`src/rtl/bnine_fetch_arbiter.sv`:
```
// bnine_fetch_arbiter: round-robin sharing of one in-order instruction-memory port among NUM_WAYS fetch ways
module bnine_fetch_arbiter #(
  parameter int NUM_WAYS        = 2,
  parameter int ADDR_W          = 32,
  parameter int DATA_W          = 32,
  parameter int MAX_OUTSTANDING = 4
) (
  input  logic                               clk,
  input  logic                               reset_n,
  input  logic [NUM_WAYS-1:0]                way_request_i,
  input  logic [NUM_WAYS*ADDR_W-1:0]         way_instAddr_i,
  output logic [NUM_WAYS-1:0]                way_grant_o,
  output logic [NUM_WAYS-1:0]                way_dataOk_o,
  output logic [DATA_W-1:0]                  way_inst_o,
  input  logic                               jumpFlag_i,
  output logic                               mem_request_o,
  output logic [ADDR_W-1:0]                  mem_instAddr_o,
  input  logic                               mem_ready_i,
  input  logic                               mem_dataOk_i,
  input  logic [DATA_W-1:0]                  mem_inst_i,
  output logic [$clog2(MAX_OUTSTANDING):0]   outstanding_o,
  output logic                               err_o
);
  localparam int IW = $clog2(NUM_WAYS);
  localparam int PW = $clog2(MAX_OUTSTANDING);
  localparam int CW = PW + 1;
  logic [IW-1:0]       ptr_q, ptr_d, win, idx;
  logic [IW:0]         s;
  logic [PW-1:0]       wr_q, wr_d, rd_q, rd_d;
  logic [CW-1:0]       live_q, live_d, stale_q, stale_d, total;
  logic [IW-1:0]       tags_q [MAX_OUTSTANDING];
  logic [NUM_WAYS-1:0] dok_q, dok_d;
  logic [DATA_W-1:0]   inst_q, inst_d;
  logic                err_q, err_d, any, full, fire, pop, live_pop, stale_pop, deliver;
  // scan downward so the lowest offset from the pointer wins
  always_comb begin
    win = '0;
    s   = '0;
    idx = '0;
    for (int i = NUM_WAYS - 1; i >= 0; i--) begin
      s = {1'b0, ptr_q} + (IW+1)'(i);
      if (s >= (IW+1)'(NUM_WAYS)) s = s - (IW+1)'(NUM_WAYS);
      idx = s[IW-1:0];
      if (way_request_i[idx]) win = idx;
    end
  end
  assign any            = reset_n & |way_request_i;
  assign total          = live_q + stale_q;
  assign full           = total == CW'(MAX_OUTSTANDING);
  assign mem_request_o  = any & ~full & ~jumpFlag_i;
  assign mem_instAddr_o = any ? way_instAddr_i[win*ADDR_W +: ADDR_W] : '0;
  assign fire           = mem_request_o & mem_ready_i;
  assign way_grant_o    = fire ? NUM_WAYS'(1) << win : '0;
  assign pop            = mem_dataOk_i & (total != '0);
  assign stale_pop      = pop & (stale_q != '0);
  assign live_pop       = pop & (stale_q == '0);
  assign deliver        = live_pop & ~jumpFlag_i;
  // a flush turns every surviving live entry stale; stale entries are drained silently
  always_comb begin
    ptr_d   = fire ? ((win == IW'(NUM_WAYS - 1)) ? '0 : win + 1'b1) : ptr_q;
    wr_d    = wr_q + PW'(fire);
    rd_d    = rd_q + PW'(pop);
    stale_d = stale_q - CW'(stale_pop) + (jumpFlag_i ? live_q - CW'(live_pop) : '0);
    live_d  = jumpFlag_i ? '0 : live_q + CW'(fire) - CW'(live_pop);
    dok_d   = deliver ? NUM_WAYS'(1) << tags_q[rd_q] : '0;
    inst_d  = deliver ? mem_inst_i : inst_q;
    err_d   = err_q | (mem_dataOk_i & (total == '0));
  end
  always_ff @(posedge clk or negedge reset_n) begin
    if (!reset_n) begin
      ptr_q   <= '0;
      wr_q    <= '0;
      rd_q    <= '0;
      live_q  <= '0;
      stale_q <= '0;
      dok_q   <= '0;
      inst_q  <= '0;
      err_q   <= 1'b0;
    end else begin
      ptr_q   <= ptr_d;
      wr_q    <= wr_d;
      rd_q    <= rd_d;
      live_q  <= live_d;
      stale_q <= stale_d;
      dok_q   <= dok_d;
      inst_q  <= inst_d;
      err_q   <= err_d;
    end
  end
  always_ff @(posedge clk) begin
    if (fire) tags_q[wr_q] <= win;
  end
  assign way_dataOk_o  = dok_q;
  assign way_inst_o    = inst_q;
  assign outstanding_o = live_q;
  assign err_o         = err_q;
endmodule

```
`config.mk`:
```
export PLATFORM = sky130hd
export DESIGN_NAME = bnine_fetch_arbiter
export DESIGN_NICKNAME = d
export VERILOG_FILES = /design/src/rtl/bnine_fetch_arbiter.sv
export SDC_FILE = /design/constraint.sdc
export NUM_CORES = 1
export LEC_CHECK = 0
export ABC_AREA = 1
export CORE_ASPECT_RATIO = 1.4
export CORE_UTILIZATION = 33
export DETAILED_ROUTE_END_ITERATION = 6
export GPL_TIMING_DRIVEN = 0
export PLACE_DENSITY_LB_ADDON = 0.2
export SLEW_MARGIN = 20
export SYNTH_ARGS = -nofsm -noshare
export SYNTH_HDL_FRONTEND = slang
export SYNTH_SLANG_ARGS = --single-unit
```
`constraint.sdc`:
```
create_clock -name clk -period 3.5 [get_ports clk]
set_input_delay 0.525 -clock clk [delete_from_list [all_inputs] [get_ports clk]]
set_output_delay 0.525 -clock clk [all_outputs]
set_load 0.01 [all_outputs]
```
==> results of run 1 <==
-- placed cells by master, fill, tap and decap left out, types with 6 or more instances in the layout --
cell | synthesis | routed
o21ai_0 | 34 | 34
inv_1 | 23 | 23
nand2_1 | 117 | 117
ha_1 | 10 | 10
nor2_1 | 77 | 76
clkdlybuf4s50_1 | 0 | 174
clkbuf_1 | 6 | 6
dfrtp_1 | 46 | 46
-- metrics by stage --
| stage | TNS, ns | utilization (%) | cell area [sq um] |
|---|---|---|---|
| 6_report | 0 | 60.2 | 4720 |
| 5_1_grt | -0.0259 | 60.2 | 4720 |
| 4_1_cts | 0 | 59.9 | 4700 |
| 3_5_place_dp | -0.0824 | 58.6 | 4590 |
| 3_3_place_gp | -51.09 | 58.4 | 4580 |
| 2_1_floorplan | 0 | - | 2700 |
-- layout make-up --
cell class | instances | share of cell area [%]
Inverter | 25 | 1.99
Clock inverter | 3 | 0.450
Tap cell | 100 | 2.65
Clock buffer | 5 | 1.46
Multi-Input combinational cell | 262 | 26.6
Sequential cell | 50 | 26.9
Buffer | 15 | 1.75
Timing Repair Buffer | 181 | 38.2
-- logic make-up after synthesis --
logic type      synth area share [%]
compound gates                  7.31
flops                           47.0
xor+xnor                        2.27
simple gates                    30.0
buf+inv                         6.53
fa+ha+maj                       6.85
-- worst max-delay path, cell delays in order (launching register included) --
cell	delay (ns)
dfrtp_1	0.41
ha_1	0.22
fa_1	0.44
nor2_2	0.13
nand3_2	0.10
nand3_2	0.08
inv_1	0.06
ha_1	0.18
ha_1	0.26
or2_2	0.29
ha_1	0.27
inv_1	0.05
fa_1	0.44
xor2_1	0.18
xor2_1	0.14
-- routing by layer --
layer	vias to the layer above	track usage, %
met3	15	5.94
met4	0	6.61
met2	150	36.2
li1	1457	-
met5	-	0
met1	1325	22.7
-- synthesized netlist by cell type --
cell type and number:
a21oi_1 2, a32o_1 1, and2_1 1, buf_1 3
buf_2 3, buf_6 3, clkbuf_1 6, dfrtp_1 46
edfxtp_1 4, fa_1 3, ha_1 10, inv_1 23
inv_2 2, nand2_1 117, nand3_1 2, nand3_2 2
nand4_2 1, nor2_1 77, nor2_4 1, nor3_2 1
o21ai_0 34, o21bai_1 1, or2_2 2, xnor2_1 2
xor2_1 5
-- final timing paths --
| check | from | to | cells past startpoint |
|---|---|---|---|
| min | reset_n | way_inst_o[27] | 1 |
| min reg2reg | way_inst_o[18] | way_inst_o[18] | 2 |
| max in group asynchronous | reset_n | way_inst_o[7] | 2 |
| max | outstanding_o[0] | stale_q[2] | 14 |
| min in group clk | way_inst_o[18] | way_inst_o[18] | 2 |
| max reg2reg | outstanding_o[0] | stale_q[2] | 14 |
-- power groups by stage --
stage               Combinational, mW  Sequential, mW  Clock (mW)
floorplan                       0.610            1.10           0
global placement                 1.41            1.01           0
detailed placement               1.47            1.02           0
CTS                              1.50            1.01       0.346
global route                     1.69            1.04       0.370
finish                           1.51            1.01       0.328
-- registers in the layout (all words and copies together), names as in the netlist --
name           cells
way_inst_o        32
tags_q             4
outstanding_o      3
stale_q            3
rd_q               2
way_dataOk_o       2
wr_q               2
err_o              1
ptr_q              1
-- repair_timing --
action	in CTS	in global routing
endpoints found under the setup margin	1	1
resized for setup	1	0
endpoints found under the hold margin	0	0
pin swaps	1	1
buffers inserted	2	3
==> impl_metrics.csv, run 1 <==
group,metric,value,unit
run_status,status,"completed",
layout,final_nets,656,
route,dr_wl_met2,3970,um
layout,regArea,0.00127,sq mm
synth,syn-num-nets,468,
layout,area_growth,74.8,%
placed_design,placed_cells,628,
power,p_per_area,602,mW/mm^2
worst_setup_path,r2r_setup_slack,0.12,ns
worst_setup_path,required,3.68,ns
global_routing,grt_max_degree,34,
timing,skew,0.00414,ns
global_routing,antenna_found_initial,1,
synth,ys_seq_area_share,47.0,%
placed_design,dp_hpwl,6510,um
min_path,min_path_type,"in2async",
clocking,clk_latency,0.30,ns
timing,fin_crit_sh,96.7,%
power,total_leakage_power,2.19,nW
timing,slew_headroom,62.8,%
clocking,cts_sinks,50,
power,p_comb_share,53.0,%
power,p_seq_share,35.4,%
route,drtAntennaViolNets,0,
clocking,cts_buffers,5,
floorplan,rows,38,
floorplan,die_y,109,um
clocking,cts_tree,"done",
power,switching_share,36.5,%
placed_design,gp_congestion,0.759,
synth,synth_area,0.00270,sq mm
layout,multiInputGateArea,0.00126,sq mm
run,max_cap_viol_count,0,
route,drtIter0Drc,80,
worst_setup_path,path_class,"reg2reg",
layout,final_cells,641,
timing,setup_viol,0,
synth,synth_cell_types,25,
clocking,clockBufferDepth,2,
global_routing,grt_pass1_vias,3016,
global_routing,grt_pass1_wl,13400,um
power,power.internal,1.81,mW
synth,syn_area_per_cell,7.68,sq um
timing,max_freq,0.296,GHz
route,routedWlPerCell,12.6,um
synth,yosysTopAreaCell,"dfrtp_1",
power,power.switching,1.04,mW
timing,setup_ws,0.117,ns
route,viasPerCell,4.60,
timing,finalCriticalPeriod,3.38,ns
synth,synth_top_area_share,42.6,%
global_routing,grt_usage,20.2,%
floorplan,coreArea,0.00785,sq mm
layout,drive_above_1_share,5.73,%
power,p_total,2.84,mW
global_routing,grt-ovfl-total,0,
synth,netlist_instances,352,
synth,yosysWarnings,0,
worst_setup_path,arrival,3.57,ns
floorplan,die_x,78.5,um
timing,worstMarginPinSlew,0.558,ns
clocking,path_clk_slew,0.09,ns
synth,netlist_top_cells_area,"dfrtp_1 43%, nand2_1 16%, nor2_1 11%",
clocking,h-tree-depth,2,
route,route.met3.wl,774,um
floorplan,die_area,0.00856,sq mm
worst_setup_path,critPathMaxFanout,2,
timing,fin_hold_ws,0.123,ns
placed_design,io_buffer_count,175,
layout,fill_cells,709,
power,p_clk_share,11.5,%
synth,ys_seq_elements,50,
route,vias,2947,
route,firstDrtPassIters,4,
route,dr.max_layer_used,"met4",
worst_setup_path,crit_path_start_kind,"register",
route,drt-met1-wl,3210,um
route,drcViolationCount,0,
worst_setup_path,crit_path_end_kind,"register",
clocking,clock-root-buffer,"clkbuf_8",
layout,num_antenna_cells,0,
power,ir_drop,0.000270,V
placed_design,pre_cts_slack,-0.0824,ns
route,postRouteWirelength,8110,um
timing,drv_slew,0,
floorplan,io_pins,176,
floorplan,initial_core_util,34.4,%
timing,final-hold-violation-count,0,
clocking,postCtsHoldBufs,0,
(Power assumes the default switching activity.)
==> run 2, diff against run 1 <==
--- a/config.mk
+++ b/config.mk
@@ -5,9 +5,8 @@
 export SDC_FILE = /design/constraint.sdc
 export NUM_CORES = 1
 export LEC_CHECK = 0
-export ABC_AREA = 1
 export CORE_ASPECT_RATIO = 1.4
-export CORE_UTILIZATION = 33
+export CORE_UTILIZATION = 34
 export DETAILED_ROUTE_END_ITERATION = 6
 export GPL_TIMING_DRIVEN = 0
 export PLACE_DENSITY_LB_ADDON = 0.2
==> impl_metrics.csv, run 2 <==
group,metric,value,unit
worst_setup_path,reg2reg_to,"stale_q[2]",
layout,multiInputGateArea,0.00153,sq mm
min_path,min_path_type,"in2async",
layout,area_growth,76.6,%
global_routing,grt_pass1_vias,2732,
synth,synth_ff_type,"dfrtp_1",
power,p_per_area,631,mW/mm^2
floorplan,die_y,110,um
synth,yosys-top-cells-count,"46 x dfrtp_1, 32 x a21oi_1, 32 x nand3b_1, 31 x mux2_2, 27 x o21ai_0",
power,ir_drop,0.000312,V
route,drcViolationCount,0,
synth,netlist_top_cells_area,"dfrtp_1 40%, mux2_2 12%, nand3b_1 8.4%",
layout,fill_cells,685,
layout,final_nets,572,
clocking,postCtsHoldBufs,0,
run,max_cap_viol_count,0,
synth,synth_top_area_share,40.4,%
worst_setup_path,crit_path_start_kind,"register",
synth,yosysWarnings,0,
run_status,status,"completed",
clocking,path_clk_slew,0.07,ns
clocking,clockBufferDepth,2,
global_routing,grt_usage,18.3,%
timing,setup_tns,0,ns
route,drt-met1-wl,2980,um
global_routing,grt-ovfl-total,0,
synth,synth_area,0.00285,sq mm
clocking,cts_tree,"done",
power,p_total,3.18,mW
synth,ys_seq_area_share,44.6,%
worst_setup_path,path_class,"reg2reg",
timing,final-hold-violation-count,0,
floorplan,die_x,79.4,um
worst_setup_path,cp-startpoint,"outstanding_o[0]",
synth,synth-edff-count,4,
route,routedWlPerCell,14.2,um
floorplan,io_pins,176,
worst_setup_path,required,3.67,ns
route,postRouteWirelength,7930,um
route,drtIter0Drc,76,
layout,drive_above_1_share,16.2,%
synth,ys_seq_elements,50,
worst_setup_path,rr_worst_depth,14,
layout,largest_reg_flops,32,
timing,setup_ws,0.108,ns
layout,regArea,0.00127,sq mm
layout,final_cell_mix,"172 x clkdlybuf4s50_1, 46 x dfrtp_1, 32 x nand3b_1, 32 x a21oi_1, 31 x mux2_2",
synth,yosysMostFrequentCell,"dfrtp_1",
floorplan,die_area,0.00877,sq mm
power,total_leakage_power,2.04,nW
timing,setup_viol,0,
worst_setup_path,r2r_setup_slack,0.11,ns
placed_design,place_area,0.00473,sq mm
timing,slew_headroom,63.3,%
route,firstDrtPassIters,4,
layout,design_area,0.00504,sq mm
worst_setup_path,critPathMaxFanout,2,
layout,finish.utilization,61.8,%
clocking,cts_sinks,50,
layout,num_antenna_cells,0,
worst_setup_path,arrival,3.56,ns
timing,drv_slew,0,
route,route.met3.wl,700,um
route,drtAntennaViolNets,0,
synth,syn-num-nets,383,
global_routing,grt_pass1_wl,12500,um
clocking,h-tree-depth,2,
layout,final_common_cell,"clkdlybuf4s50_1",
synth,syn_area_per_cell,10.7,sq um
floorplan,rows,39,
global_routing,antenna_found_initial,0,
timing,finalCriticalPeriod,3.39,ns
synth,synth_cell_types,32,
worst_setup_path,reg2reg_from,"outstanding_o[0]",
route,viasPerCell,4.92,
clocking,clk_latency,0.28,ns
timing,worstMarginPinSlew,0.551,ns
placed_design,io_buffer_count,173,
clocking,cts_buffers,5,
placed_design,gp_congestion,0.753,
synth,netlist_instances,267,
clocking,clock-root-buffer,"clkbuf_16",
worst_setup_path,worstSetupEndpoint,"stale_q[2]",
route,vias,2748,
route,dr_wl_met2,4120,um
placed_design,dp_hpwl,6170,um
timing,rsz0062_at_grt,"true",
floorplan,initial_core_util,35.0,%
timing,skew,0.00454,ns
synth,async_reset_ff_share,92.0,%
route,dr.max_layer_used,"met4",
timing,max_freq,0.295,GHz
synth,yosysTopAreaCell,"dfrtp_1",
global_routing,grt_max_degree,34,
worst_setup_path,crit_path_end_kind,"register",
timing,fin_crit_sh,96.9,%
placed_design,pre_cts_slack,-0.171,ns
floorplan,coreArea,0.00815,sq mm
-- run 2: metrics by stage --
step	hold WS, ns	cells
6_report	0.148	559
5_1_grt	0.176	559
4_1_cts	0.153	557
3_5_place_dp	0.461	543
3_3_place_gp	0.468	542
2_1_floorplan	0.229	267
-- run 2: power by group --
group / switching (mW) / internal [mW]
logic: 0.669 / 1.06
registers: 0.145 / 0.837
clock network: 0.204 / 0.265
total: 1.02 / 2.16
-- run 2: critical path, cell delays in order (launching register included) --
cell and delay (ns):
dfrtp_1 0.40, ha_2 0.19, fa_1 0.47, or2_4 0.25
o21a_1 0.19, and2_4 0.15, ha_4 0.20, nand2b_4 0.14
ha_4 0.29, inv_4 0.03, ha_4 0.14, fa_2 0.37
xor2_2 0.17, xnor2_2 0.14, xor2_1 0.14
-- run 2: layout make-up --
class                      instances  share of cell area, %
timing repair buffer             182                   35.9
multi-input combinational        182                   30.4
sequential                        50                   25.2
tap                              102                   2.53
clock buffer                       5                   2.48
buffer                            21                   2.01
inverter                          14                   1.09
clock inverter                     3                  0.397
-- run 2: how the worst min path moves through the flow --
stage                             to  startpoint  slack, ns  depth (start not counted)
floorplan                      err_o     reset_n       0.23                          0
CTS                 outstanding_o[0]     reset_n       0.15                          1
global placement               err_o       err_o       0.47                          1
detailed placement    way_inst_o[14]     reset_n       0.46                          1
global route          way_inst_o[14]     reset_n       0.18                          1
finish              outstanding_o[2]     reset_n       0.15                          1
-- run 2: repair_timing --
item,4_1_cts,5_1_grt
gates resized for setup,8,7
setup endpoints to repair,1,1
pin swaps,10,10
buffers inserted,6,2
gates cloned,0,0
-- run 2: cell families (layout without fill, tap and decap cells) --
group | after synthesis | in the layout | synth area share (%)
adder cells (fa/ha/maj) | 13 | 13 | 6.49
multiplexers | 34 | 34 | 14.1
buffers and inverters | 35 | 225 | 5.39
AND/OR/NAND/NOR | 57 | 57 | 13.0
XOR/XNOR | 8 | 8 | 3.03
AO/OA/AOI/OAI | 70 | 70 | 13.5
flip-flops | 50 | 50 | 44.6
-- run 2: metal layers --
| layer | vias up | track usage, % |
|---|---|---|
| met1 | 1289 | 19.7 |
| met2 | 136 | 34.7 |
| li1 | 1312 | - |
| met4 | 0 | 5.45 |
| met5 | - | 0 |
| met3 | 11 | 4.53 |
==> run 3, diff against run 2 <==
--- a/config.mk
+++ b/config.mk
@@ -7,6 +7,7 @@
 export LEC_CHECK = 0
 export CORE_ASPECT_RATIO = 1.4
 export CORE_UTILIZATION = 34
+export CTS_CLUSTER_DIAMETER = 150
 export DETAILED_ROUTE_END_ITERATION = 6
 export GPL_TIMING_DRIVEN = 0
 export PLACE_DENSITY_LB_ADDON = 0.2
==> results of run 3 <==
The final DEF is identical to that of run 2; final timing and power are the same.
